### src/rtl/counter_pkg.sv
// counter_pkg: shared constants for the clock divider and its bench.
//   WIDTH_DEFAULT : default bit width of the reload value / internal count
//   RST_COUNT     : count value held while reset is asserted
//   RST_OUT       : divided-clock level held while reset is asserted
package counter_pkg;

  localparam int unsigned WIDTH_DEFAULT = 4;
  localparam int unsigned RST_COUNT     = 0;
  localparam logic        RST_OUT       = 1'b0;

endpackage : counter_pkg

### src/rtl/counter.sv
// counter: programmable clock divider.
//   load [WIDTH-1:0] in  : half-period reload value, sampled only when count hits 0
//   clk              in  : sole clock, rising edge
//   rst              in  : asynchronous active-low reset
//   out              out : divided clock, straight from a flop
// Each half-period lasts load+1 cycles: on the edge where count is zero the
// counter reloads and out toggles; otherwise count decrements and out holds.
// Reset parks count at 0, so the first edge after release is a reload edge
// and out rises on it.
module counter
  import counter_pkg::*;
#(
  parameter int unsigned WIDTH = WIDTH_DEFAULT
) (
  input  logic [WIDTH-1:0] load,
  input  logic             clk,
  input  logic             rst,
  output logic             out
);

  localparam logic [WIDTH-1:0] ONE = WIDTH'(1);

  logic [WIDTH-1:0] count_q, count_d;
  logic             out_q, out_d;
  logic             count_zero;

  // Zero detect: the reload edge. Because reload happens exactly at zero,
  // the decrement below can never wrap.
  assign count_zero = (count_q == '0);

  always_comb begin
    count_d = count_q;
    out_d   = out_q;
    if (count_zero) begin
      count_d = load;
      out_d   = ~out_q;
    end else begin
      count_d = count_q - ONE;
    end
  end

  always_ff @(posedge clk or negedge rst) begin
    if (!rst) begin
      count_q <= WIDTH'(RST_COUNT);
      out_q   <= RST_OUT;
    end else begin
      count_q <= count_d;
      out_q   <= out_d;
    end
  end

  assign out = out_q;

endmodule : counter

### config.mk
export PLATFORM = sky130hd
export DESIGN_NAME = counter
export DESIGN_NICKNAME = d
export VERILOG_FILES = /design/src/rtl/counter_pkg.sv /design/src/rtl/counter.sv
export SDC_FILE = /design/constraint.sdc
export NUM_CORES = 1
export LEC_CHECK = 0
export ABC_AREA = 1
export CAP_MARGIN = 0
export CELL_PAD_IN_SITES_DETAIL_PLACEMENT = 1
export CELL_PAD_IN_SITES_GLOBAL_PLACEMENT = 2
export CORE_AREA = 2 2 39 41
export CTS_CLUSTER_DIAMETER = 50
export DETAILED_ROUTE_END_ITERATION = 7
export DIE_AREA = 0 0 41 43
export PLACE_DENSITY = 0.6
export SYNTH_ARGS = -nofsm -noshare
export SYNTH_HDL_FRONTEND = slang
export SYNTH_SLANG_ARGS = --single-unit
### constraint.sdc
create_clock -name clk -period 1 [get_ports clk]
set_input_delay 0.2 -clock clk [delete_from_list [all_inputs] [get_ports clk]]
set_output_delay 0.2 -clock clk [all_outputs]
set_load 0.005 [all_outputs]
### Yosys cells after proc, flatten, opt, wreduce, memory -nomap -nowiden

Index checks and enable logic that the tools add are counted.

| word-level totals | value |
|---|---|
| bits in registers | 5 |
| input bits | 6 |
| output and inout bits | 1 |
| word-level logic and storage cells | 6 |

| operators by class | value |
|---|---|
| $add $sub $neg | 1 |
| multiplexer cells | 1 |
| bitwise operators | 1 |
| reduce and logical (&&, ||, !) cells | 1 |

Operators with widths:

| operator | number |
|---|---|
| $logic_not A4 Y1 | 1 |
| $mux W4 | 1 |
| $sub A4 B1 Y4 const B | 1 |
| $not A1 Y1 | 1 |

### Longest topological paths before layout

Gate-level depths: netlist of run 1.

| depth | value |
|---|---|
| depth after elaboration | 2 |
| depth in mapped cells | 7 |
| mapped depth without buffers | 7 |

### Worst setup path after synthesis of run 1

Ideal clock, no wire load.

| path | value |
|---|---|
| path type | register to register |
| start point | reg count_q[0] |
| end point | reg count_q[0] |
| library setup time | 122 ps |
| arrival | 956 ps |
| data required time | 878 ps |
| setup slack | -78 ps |
| stages on the path, launching flop included | 8 |
| buffers on the path | 0 |
| clock period less this slack | 1078 ps |
| cell sequence | dfrtp_1 -> inv_1 -> ha_1 -> inv_2 -> nor2_2 -> nand2_2 -> nor2_1 -> a21oi_1 |

| on the way | value |
|---|---|
| word-level cells in the longest chain between the ends | 2 |
| elaborated cells between the ends (all ways) | 3 |
| classes of those cells | 1 x add/sub; 1 x mux; 1 x reduce/logical |

RTL lines:

| element | line | text |
|---|---|---|
| from (decl) | counter.sv:23 | `logic [WIDTH-1:0] count_q, count_d;` |
| from (signal assigned) | counter.sv:44 | `count_q <= WIDTH'(RST_COUNT);` |
| from (signal assigned) | counter.sv:47 | `count_q <= count_d;` |
| $sub A4 B1 Y4 or $logic_not A4 Y1 (tied branches) | counter.sv:38, counter.sv:29 |  |
| $mux W4 (*) | counter.sv:34 | `if (count_zero) begin` |
| via count_d[0] | counter.sv:23 |  |

Mark *: on every way through the listed nets, which the timed path passes. The rest lies on a longest branch.
A chain may end at the register's enable or synchronous reset.

### Final worst setup path of run 1

| path | value |
|---|---|
| start point | reg count_q[0] |
| end point | reg out_q, in the netlist out |

| on the way | value |
|---|---|
| word-level cells in the longest chain between the ends | 1 |

RTL lines:

| element | line | text |
|---|---|---|
| $logic_not A4 Y1 | counter.sv:29 | `assign count_zero = (count_q == '0);` |
| to (signal assigned) | counter.sv:48 | `out_q <= out_d;` |
| to (decl) | counter.sv:24 | `logic out_q, out_d;` |

Every way passes these cells.

==> results of run 1 <==
-- worst register-to-register path, stage by stage (launching register included) --
cell	delay (ps)
dfrtp_1	380
inv_2	80
ha_4	130
inv_2	40
nor2_4	100
nand2_4	90
xnor2_2	140
-- kinds of logic after synthesis --
kind of cell	after synthesis	share of synthesized area
AO/OA/AOI/OAI	4	0.0847
XOR/XNOR	1	0.0370
adder cells (fa/ha/maj)	1	0.0529
buffers and inverters	5	0.0793
flip-flops	5	0.529
AND/OR/NAND/NOR	12	0.217
-- timing repair --
item | in CTS | in global routing
pin swaps | 5 | 3
resized for setup | 12 | 2
endpoints found under the setup margin | 6 | 5
setup buffers | 1 | 0
hold endpoints to repair | 0 | 0
-- synthesized netlist by cell type, drive strengths merged --
cell type,instances
nor2,8
dfrtp,5
inv,5
nand2,3
a21oi,2
o21ai,2
ha,1
nand3,1
xnor2,1
-- registers in the layout, indices dropped and copies added (netlist names) --
name and count:
out 1, count_q 4
-- routing by layer --
metal	global-route usage	part of all wire	up-vias
li1	-	-	116
met1	0.0822	0.33	103
met5	0	0	-
met2	0.141	0.59	6
met4	0.100	0.036	0
met3	0.0209	0.045	2
-- cell type report --
| type | instances | area (µm²) | area share |
|---|---|---|---|
| tap | 16 | 20.0 | 0.0473 |
| inverter | 5 | 18.8 | 0.0444 |
| sequential | 5 | 125 | 0.296 |
| timing repair buffer | 12 | 100 | 0.237 |
| clock buffer | 4 | 26.3 | 0.0621 |
| multi-input combinational | 18 | 133 | 0.314 |
-- final timing paths --
kind	from	end	slack, ps	cells past startpoint
max reg2reg	count_q[0]	out	-80	6
min in group clk	count_q[3]	count_q[2]	550	2
max in group asynchronous	rst	count_q[3]	650	1
min	rst	count_q[0]	170	1
max	count_q[0]	out	-80	6
min reg2reg	count_q[3]	count_q[2]	550	2
-- power groups by stage --
stage          sequential (mW)  combinational (mW)  clock [mW]
6_report                 0.384               0.690       0.235
5_1_grt                  0.398               0.785       0.264
4_1_cts                  0.386               0.673       0.248
3_5_place_dp             0.375               0.567           0
3_3_place_gp             0.369               0.535           0
2_1_floorplan            0.366               0.278           0
==> results_dict.tcl, run 1 <==
set metrics [dict create \
    io_pins 7 \
    drc 0 \
    htreeDepth 1 \
    synth_top_area_frac 0.529 \
    design_area_um2 423 \
    setup_violations 5 \
    dp_cells 55 \
    std_cell_rows 14 \
    post-route-min-period_ps 1080 \
    clockRootBuffer "clkbuf_4" \
    syn_avg_cell_area_um2 8.45 \
    post-place-ws_ps -168 \
    grt_start_max_net_pins 6 \
    cp.arrival_ps 1200 \
    cpMostUsedCell "inv_2" \
    fp.dieH_um 43 \
    yosysTopAreaCell "dfrtp_1" \
    slowest_stage "dfrtp_1" \
    hold_viol_final 0 \
    place_area_um2 357 \
    rsz0062_at_grt "true" \
    place_hpwl_um 441 \
    ir_worst_vdd_uv 946 \
    powerDensity_nw_per_um2 3100 \
    mostFrequentLayoutCells "buf_4 (6), nor2_1 (5), dfrtp_1 (5), clkdlybuf4s50_1 (5)" \
    cts_tree "yes" \
    utilization 0.306 \
    wirelength_um 555 \
    routed-via-count 227 \
    cts_buffers 3 \
    min_period_over_period 1.08 \
    slew_viol_final 0 \
    switching_share 0.365 \
    finalPower_mw 1.31 \
    grt_util_all_layers 0.0900 \
    grt_pass1_wl_um 972 \
    violations "negative setup slack" \
    fmax_mhz 928 \
    tns_ps -254 \
    synth.area.top_cells "dfrtp_1 (53%), nor2_1 (11%), inv_1 (6.3%), ha_1 (5.3%), a21oi_1 (4.2%)" \
    drt_pass1_iterations 1 \
    die_x_um 41 \
    holdWs_ps 168 \
    maxCapViolCount 0 \
    grt_pass1_vias 263 \
    antenna_found_initial 0 \
    cp.buffers_inverters 2 \
    viasPerCell 3.78 \
    combinationalPowerShare 0.527 \
    yosysUniqueCellTypes 12 \
    nFillCells 164 \
    cts-hold-fix-buffers 0 \
    overflow 0 \
    synthCells 28 \
    wl_per_cell_um 9.25 \
    syn_nets 35 \
    status "complete, but fails checks" \
    routabilityCongestion 0.690 \
    antenna_cells 0 \
    clkPwrFrac 0.180 \
    syn2layout_area_growth_pct 78.8 \
    stdcell_count 60 \
    clock_path_buffers 2 \
    path_cells "inv_2 > ha_4 > inv_2 > nor2_4 > nand2_4 > xnor2_2" \
    core_area_um2 1380 \
    cts_sinks 5 \
    power_frac_seq 0.294 \
    drive_gt1_frac 0.455 \
    syn_area_um2 236 \
    io_buffers 6 \
    endpoint_kind "register" \
    skew_ps 2.05 \
    critPathMaxStageDelay_ps 380 \
    crit_type "reg -> reg" \
    ant_nets 0 \
    intPower_uw 832 \
    yosys_warnings 0 \
    yosys_register_bits 5 \
    drt_iter0_markers 0 \
    power_leakage_nw 0.204 \
    final_nets 52 \
    p_switching_uw 477 \
    slew_headroom 0.860 \
    ys_seq_area_frac 0.529 \
    dieArea_um2 1760 \
    clkTransAtPathRegs_ps 40 \
    setup_slack_ps -78.0 \
    cp_top_family "flip-flops" \
    crit_path_start_kind "register" \
    hold_path.class "in -> async" \
    clk_latency_ps 240 \
    initial_core_util 0.171 \
    final_common_cell "buf_4" \
    tightest_slew_ps 210 \
    crit_required_ps 1130 \
    cp_max_fo 5 \
]
Note: power is estimated with default switching activity, not from simulation.
==> inputs of run 2 (changes only) <==
clock period = 0.9 ns   (was 1 ns; I/O delays follow)
==> results_dict.tcl, run 2 (synthesis gave the netlist of run 1 again) <==
set metrics [dict create \
    r2r-start "count_q[0]" \
    grt_pass1_vias 238 \
    rsz0062_at_grt "true" \
    syn2layout_area_growth_pct 74.6 \
    fp.dieH_um 43 \
    cts-hold-fix-buffers 0 \
    reg2reg_slack_ps -180 \
    ff2ff_path_depth 6 \
    die_x_um 41 \
    slowest_stage "dfrtp_1" \
    clk_latency_ps 240 \
    endpoint "out" \
    largest_register "count_q" \
    utilization 0.298 \
    power_leakage_nw 0.201 \
    antenna_cells 0 \
    io_pins 7 \
    setup_violations 5 \
    drc 0 \
    hold_path.class "in -> async" \
    fmax_mhz 926 \
    clock_path_buffers 2 \
    antenna_found_initial 0 \
    ant_nets 0 \
    wirelength_um 541 \
    setup_slack_ps -180 \
    drt_iter0_markers 0 \
    slew_headroom 0.841 \
    ir_worst_vdd_uv 939 \
    cp_max_fo 5 \
    grt_util_all_layers 0.0778 \
    mostFrequentLayoutCells "nor2_1 (5), dfrtp_1 (5), clkdlybuf4s50_1 (5), buf_4 (4), clkbuf_4 (3)" \
    initial_core_util 0.171 \
    grt_start_max_net_pins 6 \
    violations "negative setup slack" \
    tightest_slew_ps 238 \
    crit_cells 6 \
    wl_met2_um 265 \
    cts_sinks 5 \
    clockRootBuffer "clkbuf_4" \
    clkTransAtPathRegs_ps 40 \
    viasPerCell 3.88 \
    routed-wl-met3_um 38 \
    cts_buffers 3 \
    core_area_um2 1380 \
    final_nets 50 \
    routabilityCongestion 0.627 \
    largest_register_ffs 4 \
    highest_layer "met4" \
    post-route-min-period_ps 1080 \
    drive_gt1_frac 0.429 \
    maxCapViolCount 0 \
    overflow 0 \
    critPathMaxStageDelay_ps 380 \
    place_area_um2 344 \
    m1WireLength_um 219 \
    skew_ps 0.185 \
    slew_viol_final 0 \
    cts_tree "yes" \
    io_buffers 6 \
    design_area_um2 413 \
    drt_pass1_iterations 1 \
    status "complete, but fails checks" \
    endpoint_kind "register" \
    routed-via-count 225 \
    place_hpwl_um 434 \
    path_cells "inv_2 > ha_4 > inv_4 > nor2_4 > nand2_4 > xnor2_2" \
    critPathLaunch "count_q[0]" \
    cp.buffers_inverters 2 \
    cp.arrival_ps 1200 \
    crit_path_start_kind "register" \
    r2r-end "out" \
    grt_pass1_wl_um 897 \
    crit_type "reg -> reg" \
    cp_top_family "flip-flops" \
    crit_required_ps 1020 \
    std_cell_rows 14 \
    wl_per_cell_um 9.33 \
    min_period_over_period 1.20 \
    htreeDepth 1 \
    finalPower_mw 1.43 \
    hold_viol_final 0 \
    dieArea_um2 1760 \
    powerDensity_nw_per_um2 3460 \
]
## run 2: cell count changes in the layout (fill, tap and decap cells not counted), sizes merged
| cell | before | now |
|---|---|---|
| clkbuf | 4 | 5 |
| buf | 7 | 4 |
## run 2: layout make-up
class	instances	area (µm²)
well taps	16	20.0
repair buffers	10	85.1
inverters	5	21.3
clock buffers	4	26.3
fillers	167	971
flip-flops and latches	5	125
multi-input cells	18	135
## run 2: layer usage
layer / GRT usage / vias up
li1: - / 114
met2: 0.103 / 8
met1: 0.0951 / 101
met5: 0 / -
met4: 0.0800 / 0
met3: 0.0157 / 2
## run 2: how the worst min path moves through the flow
stage               startpoint          to  depth (start not counted)
global route               rst  count_q[3]                          1
CTS                        rst         out                          1
global placement           rst  count_q[3]                          1
floorplan                  rst  count_q[0]                          0
detailed placement         rst  count_q[3]                          1
finish                     rst  count_q[3]                          1
## run 2: stage by stage
step,worst slack [ps],hold WS [ps],instances,setup TNS [ps]
after CTS,-186,169,57,-812
after detailed placement,-207,428,52,-850
after floorplan,-120,-116,28,-358
after global placement,-185,421,52,-780
after global routing,-258,177,58,-1070
final,-180,167,58,-706
## run 2: timing repair
| action | CTS | global route |
|---|---|---|
| pin swaps | 1 | 4 |
| endpoints found under the setup margin | 6 | 6 |
| cloned | 0 | 0 |
| setup buffers | 1 | 2 |
| endpoints found under the hold margin | 0 | 0 |
| resized for setup | 5 | 6 |
## run 2: worst reg2reg max path, cell delays in order (launching register included)
cell,delay (ps)
dfrtp_1,380
inv_2,80
ha_4,150
inv_4,40
nor2_4,90
nand2_4,90
xnor2_2,140
## run 2: power breakdown
| group | switching, mW | internal [mW] | total [mW] |
|---|---|---|---|
| combinational | 0.362 | 0.384 | 0.746 |
| clock | 0.0899 | 0.167 | 0.257 |
| sequential | 0.0803 | 0.346 | 0.426 |
| total | 0.532 | 0.898 | 1.43 |
==> inputs of run 3 (changes only) <==
CTS_CLUSTER_DIAMETER = not set   (was 50)
GPL_TIMING_DRIVEN = 0   (was not set)
PLACE_DENSITY = not set   (was 0.6)
PLACE_DENSITY_LB_ADDON = 0.1   (was not set)
==> results_dict.tcl, run 3 (synthesis gave the netlist of run 1 again) <==
set metrics [dict create \
    tightest_slew_ps 226 \
    cts_buffers 3 \
    holdWs_ps 159 \
    post-route-min-period_ps 1100 \
    post-place-ws_ps -240 \
    hold_path.class "in -> async" \
    grt_util_all_layers 0.0858 \
    power_frac_seq 0.279 \
    die_x_um 41 \
    io_pins 7 \
    crit_cells 7 \
    clk_latency_ps 240 \
    wirelength_um 586 \
    utilization 0.315 \
    cp.arrival_ps 1230 \
    setup_slack_ps -201 \
    endpoint_kind "register" \
    core_area_um2 1380 \
    slew_headroom 0.849 \
    viasPerCell 3.88 \
    fp.dieH_um 43 \
    grt_pass1_vias 243 \
    drc 0 \
    clkPwrFrac 0.170 \
    p_switching_uw 553 \
    status "complete, but fails checks" \
    met3_usage 0.0157 \
    clkTransAtPathRegs_ps 50 \
    r2r-start "count_q[0]" \
    final_nets 52 \
    cp_top_family "flip-flops" \
    cts_tree "yes" \
    cp.buffers_inverters 2 \
    violations "negative setup slack" \
    drt_iter0_markers 0 \
    antenna_cells 0 \
    critPathLaunch "count_q[0]" \
    powerDensity_nw_per_um2 3510 \
    routed-via-count 233 \
    cpMostUsedCell "inv_2" \
    ff2ff_path_depth 7 \
    critPathMaxStageDelay_ps 380 \
    io_buffers 6 \
    mostFrequentLayoutCells "nor2_1 (5), dfrtp_1 (5), clkdlybuf4s50_1 (5), buf_4 (4)" \
    rsz0062_at_grt "true" \
    min_period_over_period 1.22 \
    wl_per_cell_um 9.77 \
    slew_viol_final 0 \
    tns_ps -830 \
    nFillCells 167 \
    skew_ps 2.90 \
    grt_pass1_wl_um 931 \
    maxCapViolCount 0 \
    overflow 0 \
    grt_start_max_net_pins 6 \
    syn2layout_area_growth_pct 84.1 \
    cp_max_fo 5 \
    power_leakage_nw 0.201 \
    clock_path_buffers 2 \
    gr-max-usage-layer "met2" \
    largest_register "count_q" \
    drive_gt1_frac 0.477 \
    grtUsageMet1 0.0882 \
    r2r-end "count_q[0]" \
    fmax_mhz 909 \
    crit_required_ps 1030 \
    hold_viol_final 0 \
    intPower_uw 975 \
    ant_nets 0 \
    grt_use_met2 0.125 \
    ir_worst_vdd_uv 1050 \
    reg2reg_slack_ps -200 \
    crit_type "reg -> reg" \
    endpoint "count_q[0]" \
    path_cells "inv_2 > ha_4 > inv_2 > nor2_4 > nand2_4 > nor2_2 > a21oi_1" \
    crit_path_start_kind "register" \
    drt_pass1_iterations 1 \
    cts_sinks 5 \
    antenna_found_initial 0 \
    dieArea_um2 1760 \
    std_cell_rows 14 \
    htreeDepth 1 \
    routabilityCongestion 0.564 \
    switching_share 0.362 \
    slowest_stage "dfrtp_1" \
    finalPower_mw 1.53 \
    clockRootBuffer "clkbuf_4" \
    combinationalPowerShare 0.551 \
    setup_violations 5 \
    largest_register_ffs 4 \
    initial_core_util 0.171 \
]
[run 3: through the flow]
| step | instance area [µm²] | cells |
|---|---|---|
| 6_report | 435 | 60 |
| 2_1_floorplan | 249 | 28 |
| 3_3_place_gp | 329 | 50 |
| 4_1_cts | 407 | 58 |
| 5_1_grt | 435 | 60 |
| 3_5_place_dp | 329 | 50 |
[run 3: power by group through the flow]
| stage | combinational, mW | sequential [mW] | clock, mW |
|---|---|---|---|
| floorplan | 0.361 | 0.417 | 0 |
| global placement | 0.502 | 0.428 | 0 |
| detailed placement | 0.518 | 0.429 | 0 |
| CTS | 0.706 | 0.431 | 0.276 |
| global route | 0.942 | 0.439 | 0.287 |
| finish | 0.843 | 0.426 | 0.260 |
[run 3: final cells by class]
class                      count  area [µm²]  share of cell area
clock buffer                   4        26.3              0.0603
inverter                       5        18.8              0.0431
tap                           16        20.0              0.0460
timing repair buffer          12         108               0.247
multi-input combinational     18         138               0.316
sequential                     5         125               0.287
[run 3: what timing repair did]
item,in CTS,in global routing
hold buffers,0,0
pin swaps,5,1
buffers inserted,4,2
gates resized for setup,7,6
setup endpoints to repair,6,6
[run 3: routing by layer]
| layer | up-vias | share of wire |
|---|---|---|
| met4 | 0 | 0 |
| met1 | 112 | 0.37 |
| met3 | 0 | 0.048 |
| li1 | 116 | - |
| met5 | - | 0 |
| met2 | 5 | 0.58 |
[run 3: worst min-delay path by stage]
stage          from    endpoint  slack [ps]
6_report        rst  count_q[0]         160
5_1_grt         rst  count_q[0]         160
4_1_cts         rst  count_q[0]         160
3_5_place_dp    rst  count_q[0]         420
3_3_place_gp    rst  count_q[0]         420
2_1_floorplan   rst  count_q[0]        -120
